**src/rtl/temporal_pkg.sv**
```systemverilog
// rtl/temporal_pkg.sv - shared FSM state encoding and infinity helper for the temporal encoder
package temporal_pkg;

    typedef enum logic [1:0] {
        ST_IDLE  = 2'd0,
        ST_WAIT  = 2'd1,
        ST_PULSE = 2'd2,
        ST_DONE  = 2'd3
    } temporal_state_e;

    // A spike time at or beyond the window length means "no spike in this window".
    function automatic logic is_infinite(input int unsigned value, input int unsigned gamma_len);
        return value >= gamma_len;
    endfunction

endpackage

```
**src/rtl/temporal_encoder_if.sv**
```systemverilog
// rtl/temporal_encoder_if.sv - spike-time input handshake bundle for the temporal encoder
interface temporal_encoder_if #(
    parameter int VAL_WIDTH = 5
) ();

    logic                 in_valid;
    logic                 in_ready;
    logic [VAL_WIDTH-1:0] in_value;

    modport master (output in_valid, output in_value, input in_ready);
    modport slave  (input in_valid, input in_value, output in_ready);

endinterface

```
**src/rtl/gamma_counter.sv**
```systemverilog
// rtl/gamma_counter.sv - gamma window time counter, loads on gamma_start and saturates at G-1
module gamma_counter #(
    parameter int GAMMA_CYCLE_WIDTH = 16,
    localparam int TW = $clog2(GAMMA_CYCLE_WIDTH)
) (
    input  logic          aclk,
    input  logic          grst,
    input  logic          load,
    input  logic          run,
    output logic [TW-1:0] t_next,
    output logic          win_end
);

    localparam logic [TW-1:0] T_MAX = TW'(GAMMA_CYCLE_WIDTH - 1);

    logic [TW-1:0] t;

    // The last cycle of a window is the one where t already sits at G-1.
    assign win_end = (t == T_MAX);

    // Next time value: restart on a new window, count while a window is open, never wrap.
    always_comb begin
        t_next = t;
        if (load) begin
            t_next = '0;
        end else if (run && !win_end) begin
            t_next = t + 1'b1;
        end
    end

    // Time register.
    always_ff @(posedge aclk or posedge grst) begin
        if (grst) begin
            t <= '0;
        end else begin
            t <= t_next;
        end
    end

endmodule

```
**src/rtl/temporal_encoder.sv**
```systemverilog
// rtl/temporal_encoder.sv - temporal (spike-time) encoder; TEMPORAL_EDGE_MODE_EN selects edge coding
module temporal_encoder
    import temporal_pkg::*;
#(
    parameter int GAMMA_CYCLE_WIDTH = 16,
    parameter int PULSE_WIDTH       = 8
) (
    input  logic                     aclk,
    input  logic                     grst,
    temporal_encoder_if.slave        in_if,
    input  logic                     gamma_start,
    output logic                     spike,
    output logic                     busy
);

    localparam int VAL_WIDTH = $clog2(GAMMA_CYCLE_WIDTH) + 1;
    localparam int TW        = VAL_WIDTH - 1;

    localparam logic [1:0] IDLE  = ST_IDLE;
    localparam logic [1:0] WAIT  = ST_WAIT;
    localparam logic [1:0] PULSE = ST_PULSE;
    localparam logic [1:0] DONE  = ST_DONE;

    logic [1:0]           state;
    logic [1:0]           state_next;
    logic                 pending_valid;
    logic [VAL_WIDTH-1:0] pending_value;
    logic [VAL_WIDTH-1:0] active_value;
    logic [TW-1:0]        t_next;
    logic                 win_end;
    logic                 transfer;
    logic                 pulse_done;

    // The slot is free either when empty or when it is being drained into the new window.
    assign in_if.in_ready = !pending_valid || gamma_start;
    assign transfer       = in_if.in_valid && in_if.in_ready;

    gamma_counter #(
        .GAMMA_CYCLE_WIDTH (GAMMA_CYCLE_WIDTH)
    ) u_gamma_counter (
        .aclk    (aclk),
        .grst    (grst),
        .load    (gamma_start),
        .run     (state != IDLE),
        .t_next  (t_next),
        .win_end (win_end)
    );

`ifdef TEMPORAL_EDGE_MODE_EN
    // Edge coding: once risen the spike holds until the window closes.
    assign pulse_done = 1'b0;
`else
    localparam logic [31:0] PW_L = PULSE_WIDTH;
    // Pulse coding: the pulse ends once t reaches v + PW.
    assign pulse_done = (32'(t_next) >= 32'(active_value) + PW_L);
`endif

    // Next-state logic; gamma_start overrides everything and opens a fresh window.
    always_comb begin
        state_next = state;
        if (gamma_start) begin
            if (!pending_valid || is_infinite(32'(pending_value), GAMMA_CYCLE_WIDTH)) begin
                state_next = DONE;
            end else if (pending_value == '0) begin
                state_next = PULSE;
            end else begin
                state_next = WAIT;
            end
        end else begin
            case (state)
                IDLE: state_next = IDLE;
                WAIT: begin
                    if (win_end) begin
                        state_next = IDLE;
                    end else if ({1'b0, t_next} == active_value) begin
                        state_next = PULSE;
                    end
                end
                PULSE: begin
                    if (win_end) begin
                        state_next = IDLE;
                    end else if (pulse_done) begin
                        state_next = DONE;
                    end
                end
                DONE: begin
                    if (win_end) begin
                        state_next = IDLE;
                    end
                end
                default: state_next = IDLE;
            endcase
        end
    end

    // State and registered outputs follow the state being entered.
    always_ff @(posedge aclk or posedge grst) begin
        if (grst) begin
            state <= IDLE;
            spike <= 1'b0;
            busy  <= 1'b0;
        end else begin
            state <= state_next;
            spike <= (state_next == PULSE);
            busy  <= (state_next != IDLE);
        end
    end

    // Pending slot and active value; a value arriving on the gamma_start edge waits for the next window.
    always_ff @(posedge aclk or posedge grst) begin
        if (grst) begin
            pending_valid <= 1'b0;
            pending_value <= '0;
            active_value  <= '0;
        end else if (gamma_start) begin
            if (pending_valid) begin
                active_value <= pending_value;
            end
            pending_valid <= transfer;
            if (transfer) begin
                pending_value <= in_if.in_value;
            end
        end else if (transfer) begin
            pending_valid <= 1'b1;
            pending_value <= in_if.in_value;
        end
    end

endmodule

```
**src/flat_wrapper.sv**
```systemverilog
// flat-port wrapper written by rule: the top's interface ports become plain ports
module temporal_encoder_flat import temporal_pkg::*;
#(
    parameter int GAMMA_CYCLE_WIDTH = 16,
    parameter int PULSE_WIDTH       = 8
)
  (aclk, grst, gamma_start, spike, busy, in_if_in_valid, in_if_in_value, in_if_in_ready);
  temporal_encoder_if #(.VAL_WIDTH(5)) in_if_i ();
  input  logic aclk;
  input  logic grst;
  input  logic gamma_start;
  output logic spike;
  output logic busy;
  input wire logic [$bits(in_if_i.in_valid)-1:0] in_if_in_valid;
  input wire logic [$bits(in_if_i.in_value)-1:0] in_if_in_value;
  output wire logic [$bits(in_if_i.in_ready)-1:0] in_if_in_ready;
  assign in_if_i.in_valid = in_if_in_valid;
  assign in_if_i.in_value = in_if_in_value;
  assign in_if_in_ready = in_if_i.in_ready;
  temporal_encoder #(.GAMMA_CYCLE_WIDTH(GAMMA_CYCLE_WIDTH), .PULSE_WIDTH(PULSE_WIDTH)) u_core (.aclk(aclk), .grst(grst), .in_if(in_if_i), .gamma_start(gamma_start), .spike(spike), .busy(busy));
endmodule
```
**config.mk**
```make
export PLATFORM = sky130hd
export DESIGN_NAME = temporal_encoder_flat
export DESIGN_NICKNAME = d
export VERILOG_FILES = /design/src/rtl/temporal_pkg.sv /design/src/rtl/temporal_encoder_if.sv /design/src/rtl/gamma_counter.sv /design/src/rtl/temporal_encoder.sv /design/src/flat_wrapper.sv
export SDC_FILE = /design/constraint.sdc
export NUM_CORES = 1
export LEC_CHECK = 0
export ABC_CLOCK_PERIOD_IN_PS = 3100
export BUFFER_PORTS_ARGS = -buffer_cell sky130_fd_sc_hd__buf_2
export CAP_MARGIN = 10
export CORE_AREA = 10 10 52 54
export CTS_BUF_LIST = sky130_fd_sc_hd__clkbuf_4 sky130_fd_sc_hd__clkbuf_8
export CTS_CLUSTER_SIZE = 20
export DETAILED_ROUTE_END_ITERATION = 6
export DIE_AREA = 0 0 62 64
export PLACE_DENSITY = 0.84
export SLEW_MARGIN = 5
export SYNTH_ARGS = -nofsm -noshare
export SYNTH_HDL_FRONTEND = slang
export SYNTH_HIERARCHICAL = 1
export SYNTH_SLANG_ARGS = --single-unit
```
**constraint.sdc**
```tcl
create_clock -name aclk -period 3.1 [get_ports aclk]
set_clock_uncertainty 0.2 [all_clocks]
set_input_delay 0.31 -clock aclk [delete_from_list [all_inputs] [get_ports aclk]]
set_output_delay 0.31 -clock aclk [all_outputs]
set_load 0.01 [all_outputs]
```
; Word level (Yosys, flattened, before mapping)
; Index checks and enable logic that the tools add are counted.
[totals]
reg_bits = 19
latchBits = 0
ramBits = 0
romBits = 0
input_bits = 9
output_inout_bits = 3
wordCells = 42
n_memories = 0
[classes]
add_sub_neg = 2
multipliers = 0
div_mod_pow = 0
n_lt_le_gt_ge = 2
eq_ne = 6
shift = 0
muxes = 13
bitwise = 0
n_reduce_logical = 12
[op_table]
columns = operator, count
row1 = >= comparator 4 x 32 -> 1 bit, 1
row2 = 2-to-1 mux 2 bit, 8
row3 = 2-to-1 mux 4 bit, 2
row4 = one-hot mux 2 bit (4 select lines), 1
row5 = "adder 5 x 4 -> 6 bit, second input constant", 1
row6 = "== test 2 bit, second input constant", 3
row7 = nonzero test 2 bit, 3
row8 = == test 4 x 5 -> 1 bit, 1
row9 = ">= comparator 5 bit, second input constant", 1
row10 = zero test 5 bit, 1
row11 = "adder 4 x 1 -> 4 bit, second input constant", 1
row12 = "== test 4 bit, second input constant", 1
row13 = "== test 2 x 1 -> 1 bit, second input constant", 1
row14 = logical AND 1 bit, 2
row15 = zero test 1 bit, 2
row16 = zero test 2 bit, 1
row17 = logical OR 1 bit, 2
row18 = 2-to-1 mux 1 bit, 2
row19 = AND reduction 2 bit, 1

; Logic depth before layout (Yosys ltp)
[logic_depth]
word_depth = 11
depth_mapped = 10

; By module
; Netlist, hierarchy kept.
[by_module_without_submodules]
columns = mod, n_inst, cells_each, area_per_inst_um2, seq_area_each_um2
row1 = temporal_encoder, 1, 58, 730.7, 375.4
row2 = gamma_counter, 1, 21, 232.7, 100.1

; Worst setup path after synthesis
; Ideal clock, no wire load.
[synth_path]
path_type = register to register
start = register u_core.u_gamma_counter.t[0]
end = register u_core.spike
arrival_time_ns = 2.248
required_time_ns = 2.780
slack_ns = 0.532
path_stages_with_launch = 11
n_path_buf = 0
period_less_slack_ns = 2.568
path_cell_list = dfrtp_1 -> ha_1 -> and3_4 -> nor2b_4 -> mux2_4 -> inv_1 -> ha_1 -> and4bb_4 -> a31o_1 -> a22oi_2 -> and3b_1
[synth_between]
elab_chain_cells = 11
elab_cells_between_ends = 16
cone_classes = 1 x add/sub / 1 x order compare / 3 x eq/ne / 9 x mux / 2 x reduce/logical
[synth_rtl]
columns = item, line
row1 = "start, declared", gamma_counter.sv:16  ; logic [TW-1:0] t;
row2 = "start signal, assigned", gamma_counter.sv:36  ; t <= t_next;
row3 = == test 4 bit *, gamma_counter.sv:19  ; assign win_end = (t == T_MAX);
row4 = named net u_core.win_end, temporal_encoder.sv:30  ; logic win_end;
row5 = zero test 1 bit *, gamma_counter.sv:26  ; end else if (run && !win_end) begin
row6 = logical AND 1 bit *, gamma_counter.sv:26
row7 = 2-to-1 mux 4 bit *, gamma_counter.sv:26
row8 = 2-to-1 mux 4 bit *, gamma_counter.sv:24  ; if (load) begin
row9 = named net u_core.t_next[0], temporal_encoder.sv:29  ; logic [TW-1:0] t_next;
row10 = >= comparator 4 x 32 -> 1 bit or == test 4 x 5 -> 1 bit (tied branches), "temporal_encoder.sv:55, temporal_encoder.sv:75"
row11 = 2-to-1 mux 2 bit (on tied branches), "temporal_encoder.sv:82, temporal_encoder.sv:75"
row12 = 2-to-1 mux 2 bit (on tied branches), "temporal_encoder.sv:80, temporal_encoder.sv:73"
row13 = one-hot mux 2 bit (4 select lines) *, temporal_encoder.sv:70  ; case (state)
row14 = 2-to-1 mux 2 bit *, temporal_encoder.sv:61  ; if (gamma_start) begin
row15 = == test 2 bit *, temporal_encoder.sv:104  ; spike <= (state_next == PULSE);
row16 = "end signal, assigned", temporal_encoder.sv:104
row17 = "end, declared", temporal_encoder.sv:12  ; output logic spike,
; The timed path passes the listed nets; every way through them passes the cells marked *.
; A chain may end at the register's enable or synchronous reset.

; Worst setup path after layout
; Same ends and word-level chain as after synthesis.

==> impl_metrics.ini <==
[final_layout]
fin_util_pct = 63.81
diodes = 0
fillers = 142
area_growth_pct = 13.12
layout-drive-gt1-share_pct = 28.42
finish.net_count = 110

[sta]
final_max_slew_viol_count = 0
max_slew.worst_pin.slew_ps = 554.1
layout_min_cycle_time_ps = 2716
final.period_utilization_pct = 87.60
holdWs_ps = 26.96
layout_setup_ws_ps = 384.5
max_freq_mhz = 368.3
setup_viol = 0
tns_ps = 0
hold_viol_final = 0
grt_setup_unrepaired = false
slew_headroom_pct = 63.02

[synthesis]
synth_edf_count = 0
ys_seq_area_share_pct = 49.35
synthFlopType = dfrtp_1
syn_area_per_cell_um2 = 12.20
synth_area_um2 = 963.4
yosys_warnings = 6
synth_cell_types = 31
async_flop_share_pct = 100.0
syn-num-nets = 93
netlist_instances = 79
ys_seq_elements = 19

[place]
dpl.hpwl_mm = 1.388
dp_slack_ps = 406.2
portBuffers = 11
gp_congestion = 0.7617

[drt]
postRouteAntennaNets = 0
firstDrtPassIters = 4
wl_per_cell_um = 14.10
drc = 0
drt_wl_total_mm = 1.692
dr.first_iter.drc_count = 11
avgViaCountPerCell = 5.275
vias = 633

[cts]
cts_buffer_depth = 2
insertion_delay_ps = 290
cts.sinks = 19
cts-buffers-inserted = 3
cts_root_buf = clkbuf_4
cts_tree = built
ctsHtreeMaxLevel = 1
path_clk_slew_ps = 100

[setup_path]
start_kind = register
cp-startpoint = u_core/u_gamma_counter/t[0]
crit_end = u_core/spike
reg2reg_setup_slack_ps = 380
reg2reg_from = u_core/u_gamma_counter/t[0]
crit_arrival_ps = 2700
cp.required_ps = 3090
r2r_end = u_core/spike
critical_path_class = reg -> reg
cp_max_fo = 4
r2r_cells = 10
crit_path_end_kind = register

[die]
die_area_um2 = 3968
ios = 12
die_w_um = 62
start_util_pct = 56.41
std_cell_rows = 15
die_h_um = 64
coreArea_um2 = 1708

[global_route]
grt_util_all_layers_pct = 9.363
antenna_found_initial = 0
grt_max_degree = 16
grt_pass1_vias = 675
grt_pass1_wl_mm = 2.960
overflow = 0

[pwr]
total_power_w = 0.0005895
power_density_nw_per_um2 = 540.9
vdd_drop_max_mv = 0.3714
p_leak_nw = 0.5198

[flow_run]
maxCapViolCount = 0

[min_path]
hold_start = in_if_in_valid
hp-class = in -> reg

[status]
outcome = finished, final reports clean
## metrics by stage
stage	instance area [µm²]	instances
2_1_floorplan	963.4	79
3_3_place_gp	1050	115
3_5_place_dp	1050	115
4_1_cts	1090	120
5_1_grt	1090	120
6_report	1090	120
## synth_stat cells, drive strengths merged (4+ instances only)
| cell | instances | area share (%) |
|---|---|---|
| ha | 5 | 6.5 |
| nand2b | 6 | 3.9 |
| nand2 | 4 | 1.6 |
| dfrtp | 19 | 49 |
| inv | 6 | 2.3 |
| mux2 | 11 | 13 |
## critical path, stage by stage (launching register included)
cell and delay [ps]:
dfrtp_1 420, ha_1 240, and3_4 180, nor2b_4 130, mux2_4 320, inv_1 60
ha_1 230, and4bb_4 210, a31o_1 220, a22oi_2 220, and3b_1 200
## how the worst min path moves through the flow
stage                             endpoint  cells past startpoint
2_1_floorplan  u_core/u_gamma_counter/t[0]                      1
3_3_place_gp   u_core/u_gamma_counter/t[1]                      2
3_5_place_dp   u_core/u_gamma_counter/t[3]                      2
4_1_cts               u_core/pending_valid                      2
5_1_grt            u_core/pending_value[0]                      2
6_report              u_core/pending_valid                      2
## sequential cells by signal (all words and copies together), names as in the netlist
signal                    cells
u_core/active_value           5
u_core/busy                   1
u_core/pending_valid          1
u_core/pending_value          5
u_core/spike                  1
u_core/state                  2
u_core/u_gamma_counter/t      4
## cell type report
| cell class | instances | area (µm²) | share of cell area, % |
|---|---|---|---|
| Sequential cell | 19 | 475.5 | 43.63 |
| Timing Repair Buffer | 12 | 65.06 | 5.970 |
| Multi-Input combinational cell | 54 | 465.4 | 42.71 |
| Tap cell | 25 | 31.28 | 2.870 |
| Inverter | 6 | 22.52 | 2.067 |
| Clock buffer | 4 | 30.03 | 2.755 |
## cells in the final DEF (no fill, tap or decap), types with 2 or more instances in the layout
cell / netlist / layout
o21ai_0: 2 / 2
inv_1: 6 / 6
nand2b_1: 6 / 6
mux2_1: 5 / 5
nand2_1: 4 / 4
nor4_1: 2 / 2
nand3b_1: 2 / 2
buf_2: 0 / 11
clkbuf_4: 0 / 4
nor2_1: 2 / 2
ha_1: 5 / 5
a21oi_1: 2 / 2
dfrtp_1: 19 / 19
mux2_2: 5 / 5
## cells by family after synthesis
kind of cell | synth area share [%]
compound gates | 8.053
buf+inv | 2.337
flops | 49.35
fa+ha+maj | 6.494
simple gates | 19.48
mux | 14.28
## metal layers
metal	GRT usage, %	vias up	part of all wire, %
met2	16.15	9	51
met1	11.16	306	45
met3	1.976	2	2.7
met4	2.514	0	0.59
met5	0	-	0
li1	-	316	-
## report_power, final
group | internal [W] | switching [W] | leakage (nW)
Combinational | 0.0000783 | 0.0000676 | 0.274
Sequential | 0.000287 | 0.0000280 | 0.227
Clock | 0.0000586 | 0.0000699 | 0.0184
## timing repair
item / 4_1_cts / 5_1_grt
hold buffers: 1 / 0
gates resized for setup: 0 / 0
endpoints found under the hold margin: 19 / 0
endpoints found under the setup margin: 0 / 0
buffers inserted: 0 / 0
Power figures use the tool's default switching activity.
